File: config.mk
export PLATFORM = sky130hd
export DESIGN_NAME = call_ret_seq
export DESIGN_NICKNAME = d
export VERILOG_FILES = /design/src/rtl/call_ret_seq.sv
export SDC_FILE = /design/constraint.sdc
export NUM_CORES = 1
export LEC_CHECK = 0
export CORE_ASPECT_RATIO = 1.75
export CORE_MARGIN = 2
export CORE_UTILIZATION = 45
export CTS_CLUSTER_SIZE = 20
export DETAILED_ROUTE_END_ITERATION = 8
export GPL_TIMING_DRIVEN = 0
export PLACE_DENSITY = 0.8
export SETUP_SLACK_MARGIN = 0.4
export SYNTH_ARGS = -nofsm -noshare
export SYNTH_HDL_FRONTEND = slang
export SYNTH_SLANG_ARGS = --single-unit
File: constraint.sdc
create_clock -name CLK2 -period 2.6 [get_ports CLK2]
set_clock_uncertainty 0.15 [all_clocks]
set_input_delay 0.52 -clock CLK2 [delete_from_list [all_inputs] [get_ports CLK2]]
set_output_delay 0.52 -clock CLK2 [all_outputs]
set_load 0.05 [all_outputs]
File: src/rtl/call_ret_seq.sv
// Program-counter sequencer for a 4-entry return-address stack.
// Handles CALL/RET/STEP, tracks stack depth, and flags overflow/underflow as sticky errors.
module call_ret_seq #(
    parameter int          AW       = 20,
    parameter int          DEPTH    = 4,
    parameter logic [AW-1:0] RESET_PC = '0,
    parameter int          CW       = $clog2(DEPTH + 1)
) (
    input  logic          CLK2,
    input  logic          RST_N,
    input  logic          STEP,
    input  logic          CALL,
    input  logic          RET,
    input  logic [AW-1:0] TARGET,
    output logic [AW-1:0] PC,
    output logic          BUSY,
    output logic          ENA,
    output logic [AW-1:0] DI,
    output logic          RTS,
    input  logic [AW-1:0] DO,
    output logic [CW-1:0] DEPTH_CNT,
    output logic          OVF,
    output logic          UNF
);

    typedef enum logic [1:0] {
        S_IDLE,
        S_PUSH,
        S_POP
    } state_t;

    localparam logic [CW-1:0] DEPTH_FULL = CW'(DEPTH);

    state_t        state_q;
    logic [AW-1:0] pc_q;
    logic [AW-1:0] di_q;
    logic [CW-1:0] depth_q;
    logic          busy_q;
    logic          ena_q;
    logic          rts_q;
    logic          ovf_q;
    logic          unf_q;

    logic [AW-1:0] pc_inc;

    // Natural AW-bit wrap gives 2^AW-1 -> 0.
    assign pc_inc = pc_q + AW'(1);

    // NOTE: every register here uses <= so all updates see pre-edge values,
    // which is what lets DI capture the old PC while PC takes TARGET.
    always_ff @(posedge CLK2 or negedge RST_N) begin
        if (!RST_N) begin
            state_q <= S_IDLE;
            pc_q    <= RESET_PC;
            di_q    <= '0;
            depth_q <= '0;
            busy_q  <= 1'b0;
            ena_q   <= 1'b0;
            rts_q   <= 1'b0;
            ovf_q   <= 1'b0;
            unf_q   <= 1'b0;
        end else begin
            case (state_q)
                S_IDLE: begin
                    if (CALL) begin
                        if (depth_q != DEPTH_FULL) begin
                            ena_q   <= 1'b1;
                            di_q    <= pc_inc;
                            pc_q    <= TARGET;
                            depth_q <= depth_q + CW'(1);
                            busy_q  <= 1'b1;
                            state_q <= S_PUSH;
                        end else begin
                            ovf_q <= 1'b1;
                            pc_q  <= pc_inc;
                        end
                    end else if (RET) begin
                        // DO is the settled top here because PUSH/POP always return through IDLE.
                        if (depth_q != '0) begin
                            pc_q    <= DO;
                            rts_q   <= 1'b1;
                            depth_q <= depth_q - CW'(1);
                            busy_q  <= 1'b1;
                            state_q <= S_POP;
                        end else begin
                            unf_q <= 1'b1;
                            pc_q  <= pc_inc;
                        end
                    end else if (STEP) begin
                        pc_q <= pc_inc;
                    end
                end
                S_PUSH, S_POP: begin
                    ena_q   <= 1'b0;
                    rts_q   <= 1'b0;
                    busy_q  <= 1'b0;
                    state_q <= S_IDLE;
                end
                default: begin
                    ena_q   <= 1'b0;
                    rts_q   <= 1'b0;
                    busy_q  <= 1'b0;
                    state_q <= S_IDLE;
                end
            endcase
        end
    end

    assign PC        = pc_q;
    assign BUSY      = busy_q;
    assign ENA       = ena_q;
    assign DI        = di_q;
    assign RTS       = rts_q;
    assign DEPTH_CNT = depth_q;
    assign OVF       = ovf_q;
    assign UNF       = unf_q;

endmodule

==> metrics <==
outcome completed; Worst-Margin Slew about 0.56 ns; number of global-route vias before repair ~2600; number of clock sinks seen by CTS 50; aggregate global routing overflow 0; vias ~2600; DP HPWL 5846 um; H-Tree Depth 2; TritonCTS clock tree built; dominant delay contributor by cell family on the critical path buffers and inverters; number of input and output port buffers inserted 92; reg2reg path depth 6; master cell of the clock root buffer sky130_fd_sc_hd__clkbuf_8; share of layout cells above drive strength 1 around an eighth; area growth from synthesis to layout 46.54%; class of the worst hold path flip-flop to flip-flop; CP Launch Point DI[16]; violation count after the first detailed-routing iteration 137; prevailing post-synth register cell sky130_fd_sc_hd__dfrtp_1; total wire length around 7800 um; RSZ-0062 raised after global routing true; cell with the biggest individual delay on the critical path sky130_fd_sc_hd__clkdlybuf4s50_1; number of remaining DRC errors 0; number of antenna diodes 0; synthesized netlist cell count 271; routability cong. approximately 0.9; Vert. Die Dim 105.0 um; placeable core region roughly 5600 um2; Static Leakage 1.601 nW; die outline area ~6500 um2; antenna violations before repair 0; most used standard cells in the synthesized netlist sky130_fd_sc_hd__dfrtp_1 (50), sky130_fd_sc_hd__o21ai_0 (35), sky130_fd_sc_hd__nand2_1 (33); Layout Nets approximately 420; Reg-to-Reg Start DEPTH_CNT[2]; pin count of the biggest net entering global routing 40; remaining antenna violation count 0; critical path capture point type output pin; synthesized area about 2600 um2; largest area contributor in the netlist sky130_fd_sc_hd__dfrtp_1; final worst path period share 83.10%; number of distinct standard cells referenced by the synthesized netlist 47; count of flip-flops with a built-in enable after synthesis 0; iteration count of the initial detailed-routing pass 5; Buf+Inv Stages, Crit Path 1; data arrival time of the critical path about 1.5 ns; worst setup path end DI[16]; Synth warnings 0; setup slack of the worst register-to-register path between 0.4 and 0.5 ns; most frequently used cell type in the post-synthesis netlist sky130_fd_sc_hd__dfrtp_1; wire length of the first global-routing pass 12370 um; fill cell total of the finished layout between 400 and 500; largest driver fanout on the critical path 2; cells taking the most area after synthesis sky130_fd_sc_hd__dfrtp_1 (48%), sky130_fd_sc_hd__o21ai_0 (6.7%), sky130_fd_sc_hd__xnor2_1 (5.3%); detailed-route vias per instance between 5 and 6; max-slew violation count 0; total I/O pin count between 90 and 100; global-route total usage across every layer between 20% and 30%; worst vdd ir 720.1 uV; setup tns final 0 ns; Critical R2R Capture PC[4]; part of the Yosys area used for sequential elements between 40% and 50%; clock period minus worst slack 2.161 ns; utilization after layout between 60% and 70%; routed len/inst between 15 and 20 um; top-area cell type share of the netlist area a little under half; ordered cell list for the critical path clkdlybuf4s50_1; synthesized net count between 300 and 400; Worst-path clk slew about 0.09 ns; Die Width 61.70 um; startpoint type of the worst setup path flip-flop; setup violation total in the final timing report 0; top achievable clock speed around 0.46 GHz; Clk Latency, worst-skew pair approximately 0.31 ns; Max-slew headroom roughly 63%; FF+latch count, synth 50; Post-Synthesis Mean Instance Area approximately 9.7 um2; Clock Path Buffers 2; power per cell area between 1000 and 1500 nW/um2; number of cells on the critical path 1; share of synthesized flip-flops with an asynchronous set or reset between 90% and 100%; number of maximum-capacitance constraint violations 0; FP Rows 36; kind of critical path flip-flop to output pin; Final Hold Fails 0; cts bufs inserted 5; required time of the critical path around 1.9 ns; initial core utilization between 40% and 50%; maximum cell stage delay along the critical path between 0.8 and 0.9 ns
logic make-up after synthesis:
logic type | count (synthesis) | share of synthesized area (%)
multiplexers | 2 | 0.8591
AO/OA/AOI/OAI | 89 | 22.44
XOR/XNOR | 21 | 7.016
AND/OR/NAND/NOR | 84 | 17.18
flip-flops | 50 | 47.73
buffers and inverters | 23 | 3.532
adder cells (fa/ha/maj) | 2 | 1.241
cell type report:
type | count | area [um2] | share of cell area [%]
Timing Repair Buffer | 98 | 948.4 | 24.69
Inverter | 8 | 30.03 | 0.7818
Multi-Input combinational cell | 198 | 1326 | 34.53
Clock buffer | 7 | 96.34 | 2.508
Sequential cell | 50 | 1254 | 32.64
Clock inverter | 1 | 8.758 | 0.2280
Tap cell | 76 | 95.09 | 2.476
Buffer | 15 | 82.58 | 2.150
what timing repair did:
item	CTS	global route
pin swaps	1	1
hold endpoints to repair	11	0
resized for setup	42	5
buffers inserted	2	2
hold buffers	1	0
setup endpoints to repair	69	23
worst reg2reg max path, delay by kind of cell (launching register included):
family                 cells  cell delay (ns)
flip-flops                 1             0.46
buffers and inverters      2             0.40
AND/OR/NAND/NOR            2             0.49
AO/OA/AOI/OAI              2             0.48
worst min-delay path by stage:
stage	start	endpoint	slack (ns)	cells after the start
after floorplan	RST_N	BUSY	0.07	0
after detailed placement	RST_N	DI[18]	0.27	1
final	state_q[0]	state_q[1]	0.32	1
after global placement	state_q[1]	state_q[1]	0.27	1
after CTS	state_q[0]	state_q[1]	0.29	1
after global routing	state_q[0]	state_q[1]	0.33	1
flip-flops by register name (all words and copies together) (netlist names):
| name | count |
|---|---|
| BUSY | 1 |
| DEPTH_CNT | 3 |
| DI | 20 |
| ENA | 1 |
| OVF | 1 |
| PC | 20 |
| RTS | 1 |
| UNF | 1 |
| state_q | 2 |
where the power goes:
part           total [W]  internal [W]  switching (W)
Sequential       0.00157       0.00115       0.000422
Clock           0.000508      0.000244       0.000264
Combinational    0.00318       0.00104        0.00214
per-layer routing:
metal  wire length [um]  track usage, %  vias to the layer above
met5                  0               0                        -
met4                258           12.31                        0
met3                468           3.342                       29
met2               4225           42.41                      121
met1               2859           29.68                     1247
li1                   -               -                     1200
per-stage QoR:
step / area (um2) / power [W] / std cells / hold slack (ns) / setup WS (ns)
after floorplan: 2624 / 0.003674 / 271 / 0.07441 / 0.4569
after global placement: 3640 / 0.004761 / 439 / 0.2717 / -0.7814
after detailed placement: 3655 / 0.004823 / 440 / 0.2747 / -0.4499
after CTS: 3809 / 0.005253 / 451 / 0.2915 / 0.3974
after global routing: 3841 / 0.005542 / 453 / 0.3282 / 0.3989
final: 3841 / 0.005260 / 453 / 0.3187 / 0.4394
placed cells by master, fill, tap and decap left out, types with 8 or more instances in the layout:
| cell | Yosys | layout |
|---|---|---|
| sky130_fd_sc_hd__clkdlybuf4s50_1 | 0 | 66 |
| sky130_fd_sc_hd__dfrtp_1 | 50 | 48 |
| sky130_fd_sc_hd__o21ai_0 | 35 | 35 |
| sky130_fd_sc_hd__nand2_1 | 33 | 33 |
| sky130_fd_sc_hd__dlygate4sd2_1 | 0 | 24 |
| sky130_fd_sc_hd__xnor2_1 | 16 | 16 |
| sky130_fd_sc_hd__nor2_1 | 18 | 14 |
| sky130_fd_sc_hd__a221oi_1 | 11 | 11 |
| sky130_fd_sc_hd__buf_4 | 0 | 8 |
| sky130_fd_sc_hd__a21oi_1 | 8 | 8 |
Note: power is estimated with default switching activity, not from simulation.
